File: src/rtl/alu_op_issue.sv
// ALU operation issue stage: decodes ALUOp/Funct3/Funct7 into a 4-bit Operation
// behind a registered output with a one-entry skid buffer. Optional: ALU_ILLEGAL_TRAP_EN.
module alu_op_issue #(
    parameter int DATA_WIDTH    = 32,
    parameter int OPCODE_LENGTH = 4
) (
    input  logic                     clk,
    input  logic                     reset,
    input  logic                     in_valid,
    output logic                     in_ready,
    input  logic [1:0]               ALUOp,
    input  logic [2:0]               Funct3,
    input  logic [6:0]               Funct7,
    output logic                     out_valid,
    input  logic                     out_ready,
    output logic [OPCODE_LENGTH-1:0] Operation
`ifdef ALU_ILLEGAL_TRAP_EN
    ,
    output logic                     illegal
`endif
);

    // DATA_WIDTH only documents the paired ALU; reject nonsense configurations.
    if (DATA_WIDTH < 1 || OPCODE_LENGTH < 4) begin : g_bad_cfg
        $error("alu_op_issue: DATA_WIDTH must be >= 1 and OPCODE_LENGTH >= 4");
    end

    localparam logic [OPCODE_LENGTH-1:0] OP_AND = OPCODE_LENGTH'(4'b0000);
    localparam logic [OPCODE_LENGTH-1:0] OP_OR  = OPCODE_LENGTH'(4'b0001);
    localparam logic [OPCODE_LENGTH-1:0] OP_ADD = OPCODE_LENGTH'(4'b0010);
    localparam logic [OPCODE_LENGTH-1:0] OP_SUB = OPCODE_LENGTH'(4'b0011);
    localparam logic [OPCODE_LENGTH-1:0] OP_EQ  = OPCODE_LENGTH'(4'b1000);
    localparam logic [OPCODE_LENGTH-1:0] OP_ILL = OPCODE_LENGTH'(4'b1111);

    typedef enum logic [1:0] {
        EMPTY = 2'd0,
        ONE   = 2'd1,
        FULL  = 2'd2
    } state_t;

    state_t                   state, state_next;
    logic [OPCODE_LENGTH-1:0] dec_op;
    logic [OPCODE_LENGTH-1:0] out_op, skid_op;
    logic                     acc, pop;
    logic                     load_out, load_skid, skid_to_out;

    always_comb begin
        dec_op = OP_ILL;
        case (ALUOp)
            2'b00: dec_op = OP_ADD;
            2'b01: if (Funct3 == 3'b000) dec_op = OP_EQ;
            2'b10: begin
                if (Funct3 == 3'b000 && Funct7 == 7'b0000000)      dec_op = OP_ADD;
                else if (Funct3 == 3'b000 && Funct7 == 7'b0100000) dec_op = OP_SUB;
                else if (Funct3 == 3'b111 && Funct7 == 7'b0000000) dec_op = OP_AND;
                else if (Funct3 == 3'b110 && Funct7 == 7'b0000000) dec_op = OP_OR;
            end
            default: dec_op = OP_ILL;
        endcase
    end

    // Handshake outputs come straight from the state register.
    assign in_ready  = (state != FULL);
    assign out_valid = (state != EMPTY);
    assign acc       = in_valid && in_ready;
    assign pop       = out_valid && out_ready;

    always_ff @(posedge clk) begin
        if (reset) state <= EMPTY;
        else       state <= state_next;
    end

    always_comb begin
        state_next  = state;
        load_out    = 1'b0;
        load_skid   = 1'b0;
        skid_to_out = 1'b0;
        case (state)
            EMPTY: if (acc) begin
                state_next = ONE;
                load_out   = 1'b1;
            end
            ONE: begin
                if (acc && pop) begin
                    load_out = 1'b1;
                end else if (acc) begin
                    state_next = FULL;
                    load_skid  = 1'b1;
                end else if (pop) begin
                    state_next = EMPTY;
                end
            end
            FULL: if (pop) begin
                state_next  = ONE;
                skid_to_out = 1'b1;
            end
            default: state_next = EMPTY;
        endcase
    end

    always_ff @(posedge clk) begin
        if (reset) begin
            out_op  <= '0;
            skid_op <= '0;
        end else begin
            if (load_out)         out_op <= dec_op;
            else if (skid_to_out) out_op <= skid_op;
            if (load_skid)        skid_op <= dec_op;
        end
    end

    assign Operation = out_op;

`ifdef ALU_ILLEGAL_TRAP_EN
    logic dec_ill, out_ill, skid_ill, illegal_seen;

    assign dec_ill = (dec_op == OP_ILL);

    always_ff @(posedge clk) begin
        if (reset) begin
            out_ill      <= 1'b0;
            skid_ill     <= 1'b0;
            illegal_seen <= 1'b0;
        end else begin
            if (load_out)         out_ill <= dec_ill;
            else if (skid_to_out) out_ill <= skid_ill;
            if (load_skid)        skid_ill <= dec_ill;
            if (acc && dec_ill)   illegal_seen <= 1'b1;
        end
    end

    assign illegal = out_ill;
`endif

endmodule

File: config.mk
export PLATFORM = sky130hd
export DESIGN_NAME = alu_op_issue
export DESIGN_NICKNAME = d
export VERILOG_FILES = /design/src/rtl/alu_op_issue.sv
export SDC_FILE = /design/constraint.sdc
export NUM_CORES = 1
export LEC_CHECK = 0
export ABC_AREA = 1
export BUFFER_PORTS_ARGS = -buffer_cell sky130_fd_sc_hd__buf_2
export CORE_MARGIN = 3
export CORE_UTILIZATION = 43
export CTS_CLUSTER_DIAMETER = 60
export DETAILED_ROUTE_END_ITERATION = 8
export HOLD_SLACK_MARGIN = 0.06
export PLACE_DENSITY = 0.68
export SKIP_CTS_REPAIR_TIMING = 1
export SLEW_MARGIN = 30
export SYNTH_ARGS = -nofsm -noshare
export SYNTH_HDL_FRONTEND = slang
export SYNTH_SLANG_ARGS = --single-unit
File: constraint.sdc
create_clock -name clk -period 1.1 [get_ports clk]
set_clock_uncertainty 0.1 [all_clocks]
set_input_delay 0.11 -clock clk [delete_from_list [all_inputs] [get_ports clk]]
set_output_delay 0.11 -clock clk [all_outputs]
set_load 0.02 [all_outputs]
==> key figures <==
Global routing
  – Initial antenna violation count: 0
  – First-pass GRT wire length: 2330 µm
  – Met1 Use GR: 0.210
  – Vias in the first global route: 600
  – GR peak layer: met2
  – Total global-route track usage: 0.156
  – Grt met3 use: 0.0711
  – Met2 GRT Util: 0.237
  – Gr ovfl total: 0
  – Largest net degree at the start of global routing: 8

Synthesis
  – Syn Nets: 122
  – Synth top cells by count: 26 x inv_1, 24 x nand2_1, 10 x dfxtp_1
  – Syn avg cell area: 6.42 µm²
  – Seq/Total Area, Yosys: 0.294
  – Area leader, netlist: dfxtp_1
  – Synth top area share: 0.294
  – FFs w/ async S/R, synth: 0
  – Top post-synthesis cells by area: dfxtp_1 29%, inv_1 14%, nand2_1 13%, nand3_1 6.6%, nand2_2 5.5%
  – #FFs+latches synth: 10
  – Post-synth EDFFs: 0
  – Ys flop type: dfxtp_1
  – Synth Instances: 106
  – Most numerous cell in the Yosys netlist: inv_1
  – Netlist cell types: 20
  – Mapped cell area: 681 µm²
  – Synth warn: 0

Route
  – Avg WL per Cell: 10.8 µm
  – Via count: 720
  – Post-route antenna net violation count: 0
  – # DRC: 0
  – WL final: 1640 µm
  – Drt pass-1 iters: 4
  – DRT iter0 DRCs: 11
  – Vias per inst: 4.74

STA
  – Slack of the critical path: -88.7 ps
  – Fin crit period: 1190 ps
  – Max Freq: 841 MHz
  – Total negative slack: -266 ps
  – Fin. max-slew vios: 0
  – Final hold viol count: 0
  – RSZ-0062 raised after global routing: true
  – Worst slew pin tran: 430 ps
  – Relative slew slack: 0.710
  – Finish-stage setup viols: 4
  – Final worst path period share: 1.08

Floorplan
  – Rows: 13
  – Die height: 45.8 µm
  – Die width: 45.8 µm
  – Core area: 0.00140 mm²
  – Initial Util: 0.487
  – Num ports: 22
  – Die footprint: 0.00210 mm²

CTS
  – Clock Sinks: 10
  – CTS root buf: clkbuf_4
  – CTS tree: yes
  – H-tree depth: 1
  – Clk Latency, worst-skew pair: 260 ps
  – Clock-pin slew on the worst setup and hold paths: 60 ps
  – Clock Path Buffers: 2
  – Total clock buffers created by CTS: 3

Power and ir drop
  – Total power: 986 µW
  – Sw Share: 0.297
  – Psw: 293 µW
  – Clock power frac: 0.332
  – Comb pwr share: 0.264
  – Pleak: 0.518 nW
  – Sequential share of power: 0.404
  – Power per cell area: 1010 mW/mm²
  – Internal: 693 µW
  – VDD IR max: 0.00124 V

Critical path
  – Worst Path Max Fanout: 4
  – Worst EP required: 890 ps
  – Worst reg2reg startpoint: state[1]
  – Worst setup path category: flip-flop to output pin
  – Worst Setup SP: state[0]
  – Worst Path Arrival: 980 ps
  – Setup crit end kind: output pin
  – Crit start category: flip-flop

Cells and area
  – Synthesis-to-layout area growth: 42.8%
  – Fraction of layout cells with a size suffix above 1: 0.467
  – Diode count: 0
  – Fillers: 118
  – Final nets: 154

Hold path
  – Hold Crit Class: input port to flip-flop
  – Hold path start: reset

Placed design
  – Port Buf Inserts: 21
  – RD Place Congestion: 0.741
  – Dpl ws: -125 ps
  – HPWL after DPL: 1190 µm

Job
  – Max Cap Viol: 0

Run status
  – Violated checks: negative setup slack
  – Run status: finished, violations left
-- per-stage QoR --
stage               area, µm²  utilization  std cells  hold WS (ps)
finish                    972        0.695        152          35.7
global route              972        0.695        152          63.0
CTS                       863        0.617        149         -22.9
detailed placement        827        0.591        145           263
global placement          827        0.591        145           257
floorplan                 681            -        106          79.1
-- placed cells by master (no fill, tap or decap), drive strengths merged --
cell / n
o21ai: 2
nand3: 11
o31ai: 1
o22ai: 1
dfxtp: 10
nand4: 1
inv: 28
clkbuf: 4
dlygate4sd3: 2
nor3: 2
nand2: 30
a21oi: 8
o211ai: 3
buf: 26
nor2: 8
-- flip-flops by register name, summed over array words and instances (netlist names) --
signal,count
skid_op,4
Operation,4
state,2
-- layer usage --
layer	vias up	wire length, µm
li1	393	-
met1	302	738
met2	25	786
met3	0	113
met4	0	0
met5	-	0
-- critical path: stages (launching register included) --
cell and delay, ps:
dfxtp_2 350, inv_2 50, buf_6 120, nand2_2 70
buf_6 120
-- cell type report --
cell class	instances	area, µm²	share of cell area
flip-flops and latches	10	205	0.211
clock buffers	4	36.3	0.0373
repair buffers	28	183	0.188
well taps	15	18.8	0.0193
inverters	28	113	0.116
multi-input cells	67	417	0.429
-- power groups by stage --
stage	clock, mW	sequential [mW]	combinational, mW
2_1_floorplan	0	0.419	0.121
3_3_place_gp	0	0.405	0.217
3_5_place_dp	0	0.406	0.219
4_1_cts	0.336	0.398	0.220
5_1_grt	0.351	0.401	0.287
6_report	0.327	0.399	0.260
-- cell families after synthesis --
kind of cell | Yosys count | share of synthesized area
simple gates | 52 | 0.388
compound gates | 15 | 0.153
flops | 10 | 0.294
buf+inv | 29 | 0.165
-- final timing paths --
check	endpoint	slack, ps	cells past startpoint
max	in_ready	-90	4
min	skid_op[0]	40	4
max reg2reg	state[0]	-90	5
min reg2reg	skid_op[1]	450	2
(Power assumes the default switching activity.)
